$ cat src/rtl/uart_cmd_parser_pkg.sv
// Shared types and ASCII constants for the UART command-line parser.
package uart_cmd_parser_pkg;

  typedef enum logic [2:0] {
    S_WAIT,
    S_GAP,
    S_ECHO,
    S_PARSE,
    S_RESP
  } state_t;

  localparam logic [7:0] ASCII_CR = 8'h0D;
  localparam logic [7:0] ASCII_LF = 8'h0A;
  localparam logic [7:0] ASCII_O  = 8'h4F;
  localparam logic [7:0] ASCII_K  = 8'h4B;
  localparam logic [7:0] ASCII_E  = 8'h45;
  localparam logic [7:0] ASCII_R  = 8'h52;

  localparam logic [31:0] CMD_TEST = "TEST";
  localparam logic [31:0] CMD_RDLD = "RDLD";
  localparam logic [15:0] CMD_LD   = "LD";

  localparam logic [15:0] REPLY_EOL = {ASCII_CR, ASCII_LF};
  localparam logic [31:0] REPLY_OK  = {ASCII_O, ASCII_K, ASCII_CR, ASCII_LF};
  localparam logic [31:0] REPLY_ER  = {ASCII_E, ASCII_R, ASCII_CR, ASCII_LF};

  // Largest value accepted by the LD command (6-bit LED register).
  localparam logic [7:0] LED_MAX = 8'h3F;

endpackage

$ cat src/rtl/uart_cmd_parser_hex_ascii_codec.sv
// Combinational uppercase-hex ASCII <-> nibble converter.
// Decode path flags anything other than '0'-'9' / 'A'-'F' as invalid.
module hex_ascii_codec (
  input  logic [7:0] ascii_i,
  output logic [3:0] nibble_o,
  output logic       valid_o,
  input  logic [3:0] nibble_i,
  output logic [7:0] ascii_o
);

  // ASCII character to nibble, uppercase only
  always_comb begin
    nibble_o = '0;
    valid_o  = 1'b0;
    if (ascii_i >= 8'h30 && ascii_i <= 8'h39) begin
      nibble_o = ascii_i[3:0];
      valid_o  = 1'b1;
    end else if (ascii_i >= 8'h41 && ascii_i <= 8'h46) begin
      nibble_o = ascii_i[3:0] + 4'd9;
      valid_o  = 1'b1;
    end
  end

  // Nibble to uppercase ASCII hex digit
  always_comb begin
    if (nibble_i < 4'd10) ascii_o = 8'h30 + {4'h0, nibble_i};
    else                  ascii_o = 8'h37 + {4'h0, nibble_i};
  end

endmodule

$ cat src/rtl/uart_cmd_parser.sv
// UART command-line parser: pops RX FIFO bytes, assembles CR-terminated
// 4-byte commands (TEST, LDhh, RDLD), drives the LED register and writes a
// 4-byte reply into the TX FIFO.
// Optional build macro: UART_CMD_PARSER_ECHO_EN (echo received command bytes).
module uart_cmd_parser
  import uart_cmd_parser_pkg::*;
#(
  parameter int         CMD_LENGTH = 4,
  parameter logic [7:0] TERM_CHAR  = 8'h0D,
  parameter logic [5:0] LED_RESET  = 6'h00
) (
  input  logic       clock,
  input  logic       reset,
  input  logic       rx_fifo_empty,
  input  logic [7:0] rx_fifo_data_out,
  output logic       rx_fifo_read_en,
  input  logic       tx_fifo_full,
  output logic [7:0] tx_fifo_data_in,
  output logic       tx_fifo_write_en,
  output logic [5:0] led_value,
  output logic       cmd_strobe,
  output logic       cmd_error
);

  localparam logic [2:0] CMD_LEN = 3'(CMD_LENGTH);

  state_t      state_q;
  logic [7:0]  byte_q;
  logic [7:0]  buf_q [4];
  logic [2:0]  idx_q;
  logic        ovf_q;
  logic [31:0] resp_q;
  logic [1:0]  ridx_q;
  logic        rd_q;
  logic [5:0]  led_q;
  logic        strobe_q;
  logic        error_q;

  logic [31:0] line_w;
  logic [3:0]  hi_nib, lo_nib;
  logic        hi_valid, lo_valid;
  logic [7:0]  enc_hi, enc_lo;
  logic [7:0]  ld_value;

  logic [31:0] reply_d;
  logic        ok_d;
  logic        led_wr_d;

  assign line_w   = {buf_q[0], buf_q[1], buf_q[2], buf_q[3]};
  assign ld_value = {hi_nib, lo_nib};

  // High digit: decodes LD argument h1, encodes upper LED nibble for RDLD
  hex_ascii_codec u_codec_hi (
    .ascii_i  (buf_q[2]),
    .nibble_o (hi_nib),
    .valid_o  (hi_valid),
    .nibble_i ({2'b00, led_q[5:4]}),
    .ascii_o  (enc_hi)
  );

  // Low digit: decodes LD argument h0, encodes lower LED nibble for RDLD
  hex_ascii_codec u_codec_lo (
    .ascii_i  (buf_q[3]),
    .nibble_o (lo_nib),
    .valid_o  (lo_valid),
    .nibble_i (led_q[3:0]),
    .ascii_o  (enc_lo)
  );

  // Command decode of the assembled line; consumed in S_PARSE
  always_comb begin
    reply_d  = REPLY_ER;
    ok_d     = 1'b0;
    led_wr_d = 1'b0;
    if (!ovf_q && idx_q == CMD_LEN) begin
      if (line_w == CMD_TEST) begin
        reply_d = REPLY_OK;
        ok_d    = 1'b1;
      end else if (line_w == CMD_RDLD) begin
        reply_d = {enc_hi, enc_lo, REPLY_EOL};
        ok_d    = 1'b1;
      end else if (line_w[31:16] == CMD_LD && hi_valid && lo_valid &&
                   ld_value <= LED_MAX) begin
        reply_d  = REPLY_OK;
        ok_d     = 1'b1;
        led_wr_d = 1'b1;
      end
    end
  end

  // TX push: reply bytes from the head of the reply shift register, or the echoed byte
  always_comb begin
    tx_fifo_write_en = 1'b0;
    tx_fifo_data_in  = '0;
    if (!reset && !tx_fifo_full) begin
      if (state_q == S_RESP) begin
        tx_fifo_write_en = 1'b1;
        tx_fifo_data_in  = resp_q[31:24];
      end
`ifdef UART_CMD_PARSER_ECHO_EN
      else if (state_q == S_ECHO) begin
        tx_fifo_write_en = 1'b1;
        tx_fifo_data_in  = byte_q;
      end
`endif
    end
  end

  // Main FSM: byte intake, line assembly, parse and reply sequencing
  always_ff @(posedge clock) begin
    if (reset) begin
      state_q  <= S_WAIT;
      byte_q   <= '0;
      idx_q    <= '0;
      ovf_q    <= 1'b0;
      resp_q   <= '0;
      ridx_q   <= '0;
      rd_q     <= 1'b0;
      led_q    <= LED_RESET;
      strobe_q <= 1'b0;
      error_q  <= 1'b0;
      for (int unsigned i = 0; i < 4; i++) buf_q[i] <= '0;
    end else begin
      rd_q     <= 1'b0;
      strobe_q <= 1'b0;
      error_q  <= 1'b0;
      unique case (state_q)
        S_WAIT: begin
          if (!rx_fifo_empty) begin
            byte_q  <= rx_fifo_data_out;
            rd_q    <= 1'b1;
            state_q <= S_GAP;
          end
        end
        S_GAP: begin
          state_q <= S_WAIT;
          if (byte_q == TERM_CHAR) begin
            state_q <= S_PARSE;
          end else if (byte_q != ASCII_LF) begin
            if (idx_q < CMD_LEN) begin
              buf_q[idx_q[1:0]] <= byte_q;
              idx_q             <= idx_q + 3'd1;
            end else begin
              ovf_q <= 1'b1;
            end
`ifdef UART_CMD_PARSER_ECHO_EN
            state_q <= S_ECHO;
`endif
          end
        end
`ifdef UART_CMD_PARSER_ECHO_EN
        S_ECHO: begin
          if (!tx_fifo_full) state_q <= S_WAIT;
        end
`endif
        S_PARSE: begin
          idx_q <= '0;
          ovf_q <= 1'b0;
          if (idx_q == '0 && !ovf_q) begin
            state_q <= S_WAIT;
          end else begin
            resp_q   <= reply_d;
            ridx_q   <= '0;
            strobe_q <= ok_d;
            error_q  <= !ok_d;
            if (led_wr_d) led_q <= ld_value[5:0];
            state_q  <= S_RESP;
          end
        end
        S_RESP: begin
          // Reply is shifted out MSB-first; ridx_q counts bytes sent
          if (!tx_fifo_full) begin
            resp_q <= {resp_q[23:0], 8'h00};
            ridx_q <= ridx_q + 2'd1;
            if (ridx_q == 2'd3) state_q <= S_WAIT;
          end
        end
        default: state_q <= S_WAIT;
      endcase
    end
  end

  assign rx_fifo_read_en = rd_q;
  assign led_value       = led_q;
  assign cmd_strobe      = strobe_q;
  assign cmd_error       = error_q;

endmodule

$ cat config.mk
export PLATFORM = sky130hd
export DESIGN_NAME = uart_cmd_parser
export DESIGN_NICKNAME = d
export VERILOG_FILES = /design/src/rtl/uart_cmd_parser_pkg.sv /design/src/rtl/uart_cmd_parser_hex_ascii_codec.sv /design/src/rtl/uart_cmd_parser.sv
export SDC_FILE = /design/constraint.sdc
export NUM_CORES = 1
export LEC_CHECK = 0
export CELL_PAD_IN_SITES_DETAIL_PLACEMENT = 1
export CELL_PAD_IN_SITES_GLOBAL_PLACEMENT = 1
export CORE_MARGIN = 8
export CORE_UTILIZATION = 45
export CTS_CLUSTER_DIAMETER = 150
export DETAILED_ROUTE_END_ITERATION = 8
export PLACE_DENSITY_LB_ADDON = 0.1
export SYNTH_ARGS = -nofsm -noshare
export SYNTH_HDL_FRONTEND = slang
export SYNTH_SLANG_ARGS = --single-unit
$ cat constraint.sdc
create_clock -name clock -period 2.7 [get_ports clock]
set_clock_uncertainty 0.1 [all_clocks]
set_input_delay 0.54 -clock clock [delete_from_list [all_inputs] [get_ports clock]]
set_output_delay 0.54 -clock clock [all_outputs]
set_load 0.01 [all_outputs]
-- Yosys cells after proc, flatten, opt, wreduce, memory -nomap -nowiden
Memory sizes are Yosys's and may differ from the RTL's.
Index checks and enable logic that the tools add are counted.
W data, S select, Z words.
- register bits: 58
- latch bits: 0
- memory bits (writable): 32
- bits in read-only memories: 0
- bits of input ports: 12
- output and inout bits: 18
- logic and storage cells: 137
- memories kept: 1
- add/sub/neg operators: 8
- multiply operators: 0
- divide/modulo/power cells: 0
- $lt $le $gt $ge: 12
- equality and inequality tests: 18
- shifts and indexed selects: 0
- multiplexer cells: 57
- bitwise operators: 4
- reduce and logical (&&, ||, !) cells: 27
- memories (name ; depth ; width ; rd ports ; clocked after memory_dff ; write ports ; RTL line ; RTL):
    buf_q ; 4 ; 8 ; 4 ; 0 ; 4 ; uart_cmd_parser.sv:29 ; logic [7:0] buf_q [4];
- operators with widths (cell ; count):
    $mux W32 ; 5
    $eq A32 B31 Y1 const B ; 2
    $pmux W32 S2 ; 1
    $mux W8 ; 5
    $mux W28 ; 1
    $mux W1 ; 26
    $le A8 B6 Y1 const B ; 3
    $mux W3 ; 7
    $eq A16 B15 Y1 const B ; 1
    $ge A8 B6 Y1 const B ; 2
    $ge A8 B7 Y1 const B ; 2
    $le A8 B7 Y1 const B ; 2
    $mux W4 ; 4
    $add A6 B2 Y7 const A ; 2
    $add A6 B4 Y7 const A ; 2
    $ne A2 B2 Y1 const B ; 7
    $pmux W3 S4 ; 1
    $logic_and A1 B1 Y1 ; 10
    $reduce_and A3 Y1 ; 3
    $add A4 B4 Y4 const B ; 2
    $eq A8 B4 Y1 const B ; 1
    $mux W2 ; 4
    $ne A8 B4 Y1 const B ; 1
    $reduce_and A4 Y1 ; 2
    other kinds (21) ; 30

-- Longest topological paths before layout
An unclocked memory read counts as a cell.
- depth in word-level cells: 14
- gate-level depth with buffers: 9
- mapped depth without buffers: 8

-- Cells and area by module
From an unflattened synthesis, not the netlist that was laid out.
- cells, all modules: 418
- area total of the unflattened synthesis: 4030.1 µm²
- modules (own cells, without submodules) (module ; instances ; cells an instance ; area each (µm²) ; sequential area each (µm²)):
    uart_cmd_parser ; 1 ; 334 ; 3502.1 ; 1861.8
    hex_ascii_codec ; 2 ; 42 ; 264.0 ; 0.0

-- Worst setup path before layout
Ideal clock, no wire load.
- path type: register to register
- from: mem buf_q[2][0]
- to: reg resp_q[20]
- library setup time: 0.129 ns
- arrival time: 1.966 ns
- data required time: 2.471 ns
- slack: 0.505 ns
- cell stages (with the launch flop): 9
- path buffers: 0
- period minus slack after synthesis: 2.195 ns
- cells stage by stage: edfxtp_1 -> inv_1 -> ha_1 -> and2_1 -> nand2_1 -> or3_1 -> or4_4 -> o31ai_1 -> o22ai_1
- RTL lines (element ; RTL line ; RTL):
    start, declared ; uart_cmd_parser.sv:29 ;
    end signal, assigned ; uart_cmd_parser.sv:162 ; resp_q <= reply_d;
    end signal, assigned ; uart_cmd_parser.sv:173 ; resp_q <= {resp_q[23:0], 8'h00};
    end, declared ; uart_cmd_parser.sv:32 ; logic [31:0] resp_q;

-- Worst setup path in the final report
- from: in tx_fifo_full
- to: out tx_fifo_write_en
- longest elaborated chain between the ends: 3
- ends and longest elaborated chain (element ; RTL line ; RTL):
    start, declared ; uart_cmd_parser.sv:17 ; input logic tx_fifo_full,
    $logic_not A1 Y1 ; -- ;
    $logic_and A1 B1 Y1 ; uart_cmd_parser.sv:95 ; if (!reset && !tx_fifo_full) begin
    $mux W1 ; uart_cmd_parser.sv:95 ;
    end, declared ; uart_cmd_parser.sv:19 ; output logic tx_fifo_write_en,
No other way between the ends.

==> metrics.yaml <==
synth_edf_count: 32
crit_path_frequent_cell: "clkdlybuf4s50_1"
fin_nets: 432
avgRoutedWirePerCell_um: 16.9
grt_pass1_wl_um: 14700
hp-class: "flop to flop"
die_h_um: 106
grt_max_degree: 46
path_max_fanout: 8
ys_warn_count: 0
syn-num-nets: 392
final_cell_area_um2: 4260
diodes: 0
async_flop_share_pct: 0
end_kind: "primary output"
fmax_mhz: 387
cts_buffers: 9
ys_seq_area_share_pct: 49.7
min_period_ps: 2590
syn_area_um2: 3660
row_count: 33
cts_max_level: 3
cp_cell_sequence: "clkdlybuf4s50_1, nand2b_2, nor2_1, buf_4, clkdlybuf4s50_1"
num_vias: 2808
path_delay_family: "buffers and inverters"
cts.sinks: 75
grt_pass1_vias: 2921
drv_slew: 0
clk_pin_slew_ps: 80
path_class: "input pin to primary output"
stdcell_count: 520
max_stage_delay_ps: 540
ir_drop_uv: 256
post-place-cells: 504
core_area_um2: 8050
fin_crit_sh_pct: 95.8
rsz0062_at_grt: "false"
io_buffers: 28
ant_nets: 0
power_density_nw_per_um2: 496
dr.pass1.iters: 4
die_w_um: 106
routed_via_density: 5.40
fillers: 937
synth_flop_cell: "dfxtp_1"
critPathArrivalTime_ps: 1950
setup_viol: 0
grt-ovfl-total: 0
track_usage_pct: 16.3
clk_latency_ps: 350
clock_path_buffers: 2
syn_to_final_growth_pct: 16.3
mostFrequentLayoutCells: "dfxtp_1, and2_1, nand2_1"
slew_headroom_pct: 54.4
wl_um: 8780
place_area_um2: 4110
critPathLaunchType: "input pin"
p_leak_nw: 1.60
final_hold_viol_count: 0
hpwlAfterDp_um: 6610
cp.required_ps: 2060
hold_buffers: 0
synth_cell_types: 66
cp.buffers_inverters: 3
cts_tree: "built"
dieArea_um2: 11300
drt-initial-drc-count: 104
yosys_register_bits: 75
ctsRootBufferMaster: "clkbuf_8"
finalPower_mw: 2.11
syn_inst: 370
status: "complete, no violations"
start_util_pct: 45.5
syn_area_per_cell_um2: 9.90
drv_cap: 0
ios: 30
antenna_found_initial: 0
layout_commonest_cell: "dfxtp_1"
slowest_stage: "clkdlybuf4s50_1"
worstMarginPinSlew_ps: 677
globalplace.congestion: 0.790
drive_above_1_share_pct: 14.0
drc: 0
[final cells by class]
cell class | count | area [um2] | share of cell area (%)
timing repair buffer | 42 | 377 | 8.84
clock inverter | 6 | 33.8 | 0.793
tap | 105 | 131 | 3.08
inverter | 14 | 52.6 | 1.23
clock buffer | 10 | 128 | 3.00
sequential | 75 | 1820 | 42.8
multi-input combinational | 268 | 1720 | 40.3
[cells by family after synthesis]
family / after synthesis / share of synthesized area [%]
DFF: 75 / 49.7
buffers and inverters: 27 / 3.42
other: 1 / 0.102
xor gates and xnor gates: 2 / 0.478
AOI/OAI and AO/OA: 74 / 13.1
adders and majority gates: 10 / 3.42
muxes: 3 / 0.820
and+or+nand+nor: 178 / 29.0
[stage by stage]
step | hold WS [ps] | utilization, % | setup slack (ps) | setup TNS, ps
5_1_grt | 392 | 52.9 | 28.4 | 0
3_3_place_gp | 345 | 51.0 | 10.8 | 0
6_report | 364 | 52.9 | 114 | 0
2_1_floorplan | 332 | - | 505 | 0
4_1_cts | 366 | 52.9 | 96.6 | 0
3_5_place_dp | 353 | 51.0 | -17.3 | -79.8
[flip-flops by register name, summed over array words and instances (netlist names)]
signal and cells:
state_q 3, cmd_strobe 1, buf_q 32, led_value 6, rx_fifo_read_en 1, idx_q 3, byte_q 8, resp_q 17
ridx_q 2, cmd_error 1, ovf_q 1
[final timing paths]
path	slack, ps	startpoint	cells after the start	endpoint
worst max-delay path	110	tx_fifo_full	5	tx_fifo_write_en
worst min-delay path	360	resp_q[21]$_SDFFE_PP0P_	2	resp_q[21]$_SDFFE_PP0P_
worst max register to register	200	buf_q[2][0]$_SDFFCE_PN0P_	8	resp_q[22]$_SDFFE_PP0P_
worst min register to register	360	resp_q[21]$_SDFFE_PP0P_	2	resp_q[21]$_SDFFE_PP0P_
[synthesized netlist by cell type, types with 3 or more instances]
master | number | area, um2
a21oi_1 | 32 | 160
a211oi_2 | 3 | 37.5
a22oi_1 | 5 | 37.5
or2_2 | 5 | 31.3
ha_1 | 10 | 125
a211oi_1 | 6 | 45.0
mux2i_1 | 3 | 30.0
nand2_1 | 37 | 139
nor3_1 | 10 | 50.1
o21bai_1 | 4 | 30.0
inv_1 | 14 | 52.6
clkbuf_1 | 8 | 30.0
and2_1 | 42 | 263
nand2_2 | 3 | 18.8
nand3_1 | 3 | 15.0
a31oi_1 | 3 | 18.8
o21ai_0 | 5 | 25.0
nor2_1 | 33 | 124
edfxtp_1 | 32 | 961
and3_1 | 4 | 25.0
nor4_1 | 4 | 25.0
nand4_1 | 5 | 31.3
dfxtp_1 | 43 | 861
[power breakdown]
part	total, mW	internal, mW	switching (mW)	leakage [nW]
sequential	1.25	1.21	0.0355	0.680
clock	0.741	0.326	0.415	0.0795
combinational	0.124	0.0562	0.0674	0.836
[metal layers]
layer	up-vias	GRT usage (%)	share of wire, %
met5	-	0	0
met3	11	4.05	3.5
met1	1354	21.2	49
met2	47	26.1	47
li1	1396	-	-
met4	0	5.03	1.2
[what timing repair did]
action                     CTS  global route
setup endpoints to repair    7             0
resized for setup            7             0
setup buffers                0             0
[worst register-to-register path: stages, from the launching register on]
cell and delay [ps]:
edfxtp_1 440, inv_1 120, ha_1 190, and2_1 150
nand2_1 50, or3_1 420, or4_4 460, nor4_1 350
a211oi_1 90
No activity file was read; power rests on OpenSTA's default activity.
